[config.mk]
export PLATFORM = sky130hd
export DESIGN_NAME = la_seq_capture
export DESIGN_NICKNAME = d
export VERILOG_FILES = /design/src/rtl/la_seq_capture.sv
export SDC_FILE = /design/constraint.sdc
export NUM_CORES = 1
export LEC_CHECK = 0
export CORE_ASPECT_RATIO = 0.6
export CORE_MARGIN = 2
export CORE_UTILIZATION = 60
export CTS_BUF_LIST = sky130_fd_sc_hd__clkbuf_2 sky130_fd_sc_hd__clkbuf_4 sky130_fd_sc_hd__clkbuf_8
export DETAILED_ROUTE_END_ITERATION = 8
export PLACE_DENSITY = 0.87
export SLEW_MARGIN = 20
export SYNTH_ARGS = -nofsm -noshare
export SYNTH_HDL_FRONTEND = slang
export SYNTH_SLANG_ARGS = --single-unit
[constraint.sdc]
create_clock -name clk -period 7.2 [get_ports clk]
set_input_delay 1.8 -clock clk [delete_from_list [all_inputs] [get_ports clk]]
set_output_delay 1.8 -clock clk [all_outputs]
set_load 0.02 [all_outputs]
[src/rtl/la_seq_capture.sv]
// -----------------------------------------------------------------------------
// la_seq_capture
//   Logic-analyzer capture core. Samples a WIDTH-bit bus every clock into a
//   circular buffer, keeps PRE samples of pre-trigger history, fires on a
//   STAGES-long masked sequence over consecutive samples, captures the rest
//   of the window, then freezes the buffer for readout as 32-bit words.
//
// Ports
//   clk           sample/system clock, rising edge
//   _rst          asynchronous active-low reset
//   i_data        bus under test
//   i_btn         arm request (level; rising edge arms)
//   i_stage_val   per-stage match value, stage k at [k*WIDTH +: WIDTH]
//   i_stage_mask  per-stage care mask, 1 = compare the bit
//   i_read        one-cycle read strobe, advances to the next word
//   o_run         capture in progress
//   o_available   buffer frozen, o_data valid
//   o_triggered   one-cycle pulse after the sequence completes
//   o_data        {pre_flag, 0.., index, sample}
//
// Build option
//   LA_AUTO_REARM_EN  when defined, reading the last word restarts FILL
//                     instead of returning to IDLE.
//
// States
//   state    | meaning
//   ---------+------------------------------------------------------------
//   ST_IDLE  | nothing written, waiting for an arm edge
//   ST_FILL  | writing the PRE pre-trigger samples, matcher held at stage 0
//   ST_ARMED | writing continuously, sequence matcher running
//   ST_POST  | writing the DEPTH-PRE-1 post-trigger samples
//   ST_DONE  | buffer frozen, host reads words 0..DEPTH-1
// -----------------------------------------------------------------------------
module la_seq_capture #(
    parameter int WIDTH  = 8,
    parameter int DEPTH  = 16,
    parameter int PRE    = 4,
    parameter int STAGES = 3
) (
    input  logic                      clk,
    input  logic                      _rst,
    input  logic [WIDTH-1:0]          i_data,
    input  logic                      i_btn,
    input  logic [STAGES*WIDTH-1:0]   i_stage_val,
    input  logic [STAGES*WIDTH-1:0]   i_stage_mask,
    input  logic                      i_read,
    output logic                      o_run,
    output logic                      o_available,
    output logic                      o_triggered,
    output logic [31:0]               o_data
);

    localparam int AW = $clog2(DEPTH);
    localparam int SW = (STAGES > 1) ? $clog2(STAGES) : 1;

    localparam logic [AW-1:0] FILL_LOAD = AW'(PRE - 1);
    localparam logic [AW-1:0] POST_LOAD = AW'(DEPTH - PRE - 2);
    localparam logic [AW-1:0] LAST_IDX  = AW'(DEPTH - 1);
    localparam logic [AW-1:0] PRE_IDX   = AW'(PRE);
    localparam logic [SW-1:0] LAST_STG  = SW'(STAGES - 1);

    typedef enum logic [2:0] {
        ST_IDLE,
        ST_FILL,
        ST_ARMED,
        ST_POST,
        ST_DONE
    } state_t;

    state_t            state_q, state_d;
    logic [AW-1:0]     wp_q, wp_d;
    logic [AW-1:0]     rd_q, rd_d;
    logic [AW-1:0]     cnt_q, cnt_d;
    logic [SW-1:0]     stg_q, stg_d;
    logic              btn_q;
    logic              trig_q, trig_d;
    logic              wr_en;
    logic              arm;
    logic [STAGES-1:0] stage_hit;
    logic              cur_hit;
    logic [AW-1:0]     rd_addr;

    logic [WIDTH-1:0]  mem_q [DEPTH];

    assign arm = i_btn & ~btn_q;

    // Don't-care bits are removed by the mask after the XOR.
    always_comb begin
        stage_hit = '0;
        for (int k = 0; k < STAGES; k++) begin
            stage_hit[k] = ((i_data ^ i_stage_val[k*WIDTH +: WIDTH])
                            & i_stage_mask[k*WIDTH +: WIDTH]) == '0;
        end
    end

    // Hit of the stage the matcher is currently waiting for.
    always_comb begin
        cur_hit = 1'b0;
        for (int k = 0; k < STAGES; k++) begin
            if (stg_q == SW'(k)) begin
                cur_hit = stage_hit[k];
            end
        end
    end

    always_comb begin
        state_d = state_q;
        wp_d    = wp_q;
        rd_d    = rd_q;
        cnt_d   = cnt_q;
        stg_d   = stg_q;
        trig_d  = 1'b0;
        wr_en   = 1'b0;

        if (arm) begin
            // Arming from any state restarts the capture; the buffer
            // contents are left alone and simply overwritten.
            state_d = ST_FILL;
            wp_d    = '0;
            rd_d    = '0;
            cnt_d   = FILL_LOAD;
            stg_d   = '0;
        end else begin
            unique case (state_q)
                ST_IDLE: begin
                end

                ST_FILL: begin
                    wr_en = 1'b1;
                    wp_d  = wp_q + AW'(1);
                    stg_d = '0;
                    if (cnt_q == '0) begin
                        state_d = ST_ARMED;
                    end else begin
                        cnt_d = cnt_q - AW'(1);
                    end
                end

                ST_ARMED: begin
                    wr_en = 1'b1;
                    wp_d  = wp_q + AW'(1);
                    if (cur_hit) begin
                        if (stg_q == LAST_STG) begin
                            trig_d  = 1'b1;
                            stg_d   = '0;
                            cnt_d   = POST_LOAD;
                            state_d = ST_POST;
                        end else begin
                            stg_d = stg_q + SW'(1);
                        end
                    end else begin
                        // Only a one-step restart: no deeper backtracking.
                        stg_d = stage_hit[0] ? SW'(1) : '0;
                    end
                end

                ST_POST: begin
                    wr_en = 1'b1;
                    wp_d  = wp_q + AW'(1);
                    if (cnt_q == '0) begin
                        state_d = ST_DONE;
                    end else begin
                        cnt_d = cnt_q - AW'(1);
                    end
                end

                ST_DONE: begin
                    if (i_read) begin
                        if (rd_q == LAST_IDX) begin
                            rd_d = '0;
`ifdef LA_AUTO_REARM_EN
                            state_d = ST_FILL;
                            wp_d    = '0;
                            cnt_d   = FILL_LOAD;
                            stg_d   = '0;
`else
                            state_d = ST_IDLE;
`endif
                        end else begin
                            rd_d = rd_q + AW'(1);
                        end
                    end
                end

                default: begin
                    state_d = ST_IDLE;
                end
            endcase
        end
    end

    always_ff @(posedge clk or negedge _rst) begin
        if (!_rst) begin
            state_q <= ST_IDLE;
            wp_q    <= '0;
            rd_q    <= '0;
            cnt_q   <= '0;
            stg_q   <= '0;
            btn_q   <= 1'b0;
            trig_q  <= 1'b0;
        end else begin
            state_q <= state_d;
            wp_q    <= wp_d;
            rd_q    <= rd_d;
            cnt_q   <= cnt_d;
            stg_q   <= stg_d;
            btn_q   <= i_btn;
            trig_q  <= trig_d;
        end
    end

    // Sample storage has no reset; only the pointers define what is valid.
    always_ff @(posedge clk) begin
        if (wr_en) begin
            mem_q[wp_q] <= i_data;
        end
    end

    assign o_run       = (state_q == ST_FILL) || (state_q == ST_ARMED) ||
                         (state_q == ST_POST);
    assign o_available = (state_q == ST_DONE);
    assign o_triggered = trig_q;

    // After the freeze the write pointer addresses the oldest sample, so the
    // read index is an offset from it (wrapping modulo DEPTH).
    always_comb begin
        rd_addr = wp_q + rd_q;
        o_data  = '0;
        if (state_q == ST_DONE) begin
            o_data[WIDTH-1:0]        = mem_q[rd_addr];
            o_data[WIDTH+AW-1:WIDTH] = rd_q;
            o_data[31]               = (rd_q == PRE_IDX);
        end
    end

endmodule

* Word level (Yosys, flattened, before mapping)
Memory sizes are Yosys's and may differ from the RTL's.
Cells that the tools add are included.
** Word-level totals
- Register bits after elaboration :: 19
- Memory bits (writable) :: 128
- Input port bits :: 60
- Output and inout bits :: 35
- Memories :: 1
** Operators by class
- Add/subtract/negate cells :: 5
- Equal/unequal tests :: 16
- Muxes and demuxes :: 37
- Bitwise gates (word level) :: 8
- Reductions and logical operators :: 18
** Memories
- mem_q :: words 16, bits a word 8, read ports 1, clocked after Yosys merged registers in 0, wr ports 1, line 83 : logic [WIDTH-1:0] mem_q [DEPTH];
** Operator list (number)
- $mux 4 :: 10
- $and 8x8->8 :: 3
- $logic_not 8->1 :: 3
- $xor 8x8->8 :: 3
- $mux 3 :: 7
- $ne 3x3->1 const B :: 5
- $pmux 3 s5 :: 1
- $mux 1 :: 13
- $mux 12 :: 1
- $add 4x1->4 const B :: 2
- $pmux 4 s2 :: 1
- $reduce_and 7->1 :: 1
- $eq 3x2->1 const B :: 2
- $mux 2 :: 3
- $reduce_bool 2->1 :: 3
- $reduce_bool 3->1 :: 2
- $add 4x4->4 :: 1
- $eq 4x3->1 const B :: 1
- $eq 4x4->1 const B :: 1
- $logic_not 4->1 :: 1
- $pmux 2 s2 :: 1
- $reduce_and 4->1 :: 1
- $sub 4x1->4 const B :: 1
- $eq 3x1->1 const B :: 1
- other kinds (15) :: 16

* Longest topological paths before layout
- Word-level depth :: 9
- Mapped depth :: 8
- Depth with buffers taken out :: 8

* Least setup slack after synthesis
Ideal clock, no wire load.
- Path type :: register to output
- Start :: reg wp_q[0]
- End :: out o_data[6]
- Arrival :: 2.649 ns
- Path slack :: 2.751 ns
- Cell stages (with the launch flop) :: 9
- Buffers on the path :: 2
- Path through :: dfrtp_1 > ha_1 > inv_1 > fa_1 > buf_1 > buf_2 > mux4_2 > mux2i_1 > a211oi_1
** Between the ends
- Word-level cells in the longest chain between the ends :: 3
** Ends and longest elaborated chain
- start: declaration :: line 71 : logic [AW-1:0] wp_q, wp_d;
- start signal: assignment :: line 203 : wp_q <= wp_d;
- $add 4x4->4 :: line 227 : rd_addr = wp_q + rd_q;
- $mem_v2 16x8
- $mux 12 :: line 229 : if (state_q == ST_DONE) begin
- end: declaration :: line 50 : output logic [31:0] o_data
No other way between the ends.

* Final worst setup path
Same ends and word-level chain as after synthesis.

==> impl_metrics.env <==
export IMPL_hp_class="reg2reg"
export IMPL_die_h_um=85.3
export IMPL_fmax_ghz=0.174
export IMPL_drive_gt1_share_pct=15.4
export IMPL_post_synth_cell_area_avg_sq_um=16.1
export IMPL_p_leak_nw=2.79
export IMPL_yosysUniqueCellTypes=42
export IMPL_slew_violations=0
export IMPL_critPathSlowestCell="fa_2"
export IMPL_dr_pass1_iters=5
export IMPL_insertion_delay_ns=0.44
export IMPL_power_per_cell_area_nw_per_um2=331
export IMPL_grt_pass1_wl_um=21700
export IMPL_wirelength_um=14100
export IMPL_final_nets=566
export IMPL_slew_headroom_pct=36.7
export IMPL_antenna_found_initial=1
export IMPL_clock_skew_ns=0.00665
export IMPL_startpoint_type="flop"
export IMPL_die_width_um=140
export IMPL_regToRegStartpoint="state_q[0]$_DFFE_PN0P_"
export IMPL_worstSetupEndpoint="o_data[6]"
export IMPL_drc=0
export IMPL_path_class="reg2out"
export IMPL_total_power_w=0.00262
export IMPL_synth_edf_count=128
export IMPL_start_util_pct=62.0
export IMPL_core_sq_um=10700
export IMPL_vias=3882
export IMPL_rrSetupSlack_ns=4.57
export IMPL_clockBufferDepth=2
export IMPL_worst_ep_arrival_time_ns=3.94
export IMPL_clock_sinks=147
export IMPL_wl_per_cell_um=21.8
export IMPL_synth_top_flop_cell="edfxtp_1"
export IMPL_synth_cells=410
export IMPL_area_growth_pct=19.8
export IMPL_numCtsBuffers=17
export IMPL_first_global_vias=3759
export IMPL_antenna_left=0
export IMPL_cap_violations=0
export IMPL_synthArstFlopShare_pct=12.9
export IMPL_ys_seq_area_share_pct=65.3
export IMPL_portBuffers=75
export IMPL_hold_violations=0
export IMPL_required_ns=5.40
export IMPL_path_common_cell="a211oi_1"
export IMPL_seq_area_sq_um=4320
export IMPL_grt_max_degree=33
export IMPL_multiInputGateArea_sq_um=2130
export IMPL_yosys_warnings=0
export IMPL_period_minus_slack_ns=5.74
export IMPL_crit_start="wp_q[0]$_DFFE_PN0P_"
export IMPL_worstMarginPinSlew_ns=0.946
export IMPL_dpl_hpwl_um=9260
export IMPL_num_io_pins=95
export IMPL_path_max_fanout=32
export IMPL_postLayoutCoreUtil_pct=74.3
export IMPL_fill_cells=620
export IMPL_ff2ff_path_depth=4
export IMPL_synth_area_sq_um=6620
export IMPL_vias_per_cell=6.00
export IMPL_clock_root_buffer="clkbuf_8"
export IMPL_cp_cell_sequence="ha_4, inv_1, fa_2, mux4_2, nor2b_1, a211oi_1, a211oi_1, clkdlybuf4s50_1"
export IMPL_row_count=29
export IMPL_grt_total_usage_pct=25.5
export IMPL_holdWs_ns=0.526
export IMPL_run_status="finished, final reports clean"
export IMPL_fin_crit_sh_pct=79.8
export IMPL_r2r_end="mem_q[4][5]$_DFFE_PP_"
export IMPL_ir_drop_mv=0.171
export IMPL_drt_iter0_markers=329
export IMPL_post_cts_buffers=0
export IMPL_clk_pin_slew_ns=0.08
export IMPL_place_gp_congestion=0.807
export IMPL_final_cell_mix="edfxtp_1 (128), clkdlybuf4s50_1 (75), mux4_2 (32)"
export IMPL_setup_viol_count_final=0
export IMPL_slowest_delay_ns=1.11
export IMPL_holdPathStages=1
export IMPL_end_kind="output pin"
export IMPL_cts_resized=0
export IMPL_finalSetupTns_ns=0
export IMPL_layout_commonest_cell="edfxtp_1"
export IMPL_cts_tree="yes"
export IMPL_rsz0062_at_grt="no"
export IMPL_ys_ff_latch=147
export IMPL_hold_buffers=0
export IMPL_die_area_sq_um=11900
export IMPL_overflow=0
export IMPL_htree_levels=4
## Yosys cell counts, types with 3 or more instances
library cell  number  share of area, %
nand2_1           15              0.85
nor2_1            25               1.4
a21oi_1           10              0.76
nor2b_1           11               1.0
edfxtp_1         128                58
dfrtp_1           19               7.2
a22oi_1            8              0.91
mux4_2            32                11
a211oi_1          17               1.9
clkbuf_1           6              0.34
ha_1              11               2.1
nand2b_1           5              0.47
buf_4             21               2.4
nor3_1             8              0.61
xor2_1            29               3.8
nand3_1            8              0.61
xnor2_1            4              0.53
and3_1             3              0.28
mux2i_1            9               1.4
buf_2              7              0.53
inv_1             10              0.57
## power by group
| part | switching (W) | internal, W |
|---|---|---|
| sequential | 0.0000627 | 0.00104 |
| clock | 0.000305 | 0.000421 |
| combinational | 0.000438 | 0.000359 |
| total | 0.000805 | 0.00182 |
## final cells by class
cell class | count | share of cell area (%)
sequential | 147 | 54.5
inverter | 11 | 0.521
timing repair buffer | 82 | 10.1
clock inverter | 13 | 2.62
antenna | 1 | 0.0316
clock buffer | 19 | 3.14
multi-input combinational | 235 | 26.8
tap | 139 | 2.20
## registers in the layout, indices dropped and copies added, names as in the netlist
signal / flops
btn_q: 1
cnt_q: 4
mem_q: 128
o_triggered: 1
rd_q: 4
state_q: 3
stg_q: 2
wp_q: 4
## logic make-up after synthesis
group	Yosys count	share of synthesized area, %
fa+ha+maj	12	2.38
xor+xnor	33	4.37
simple gates	79	5.96
other cells	1	0.0567
mux	42	12.5
buf+inv	46	3.93
flops	147	65.3
compound gates	50	5.52
## worst max-delay path: cells and delay by family, from the launching register on
family	cells	cell delay, ns
AO/OA/AOI/OAI	2	0.41
adder cells (fa/ha/maj)	2	1.29
buffers and inverters	2	0.73
flip-flops	1	0.51
multiplexers	1	0.35
AND/OR/NAND/NOR	1	0.17
## how the worst min path moves through the flow
stage,start,to,slack (ns)
finish,cnt_q[1]$_DFFE_PN0P_,cnt_q[1]$_DFFE_PN0P_,0.53
global route,cnt_q[1]$_DFFE_PN0P_,cnt_q[1]$_DFFE_PN0P_,0.55
CTS,cnt_q[1]$_DFFE_PN0P_,cnt_q[1]$_DFFE_PN0P_,0.52
detailed placement,cnt_q[1]$_DFFE_PN0P_,cnt_q[1]$_DFFE_PN0P_,0.51
global placement,cnt_q[1]$_DFFE_PN0P_,cnt_q[1]$_DFFE_PN0P_,0.49
floorplan,cnt_q[1]$_DFFE_PN0P_,cnt_q[1]$_DFFE_PN0P_,0.48
## metrics by stage
step | cell area [sq um] | setup slack [ns] | cells
3_5_place_dp | 7450 | 2.00 | 614
4_1_cts | 7910 | 1.48 | 646
6_report | 7920 | 1.46 | 647
3_3_place_gp | 7450 | 2.13 | 614
2_1_floorplan | 6680 | 2.75 | 428
5_1_grt | 7920 | 1.29 | 646
## routing by layer
layer,up-vias,track usage (%),part of all wire (%)
met5,-,0,0
met3,17,9.54,9.7
li1,1714,-,-
met1,1929,35.9,41
met4,0,6.45,1.2
met2,222,38.5,48
No activity file was read; power rests on OpenSTA's default activity.
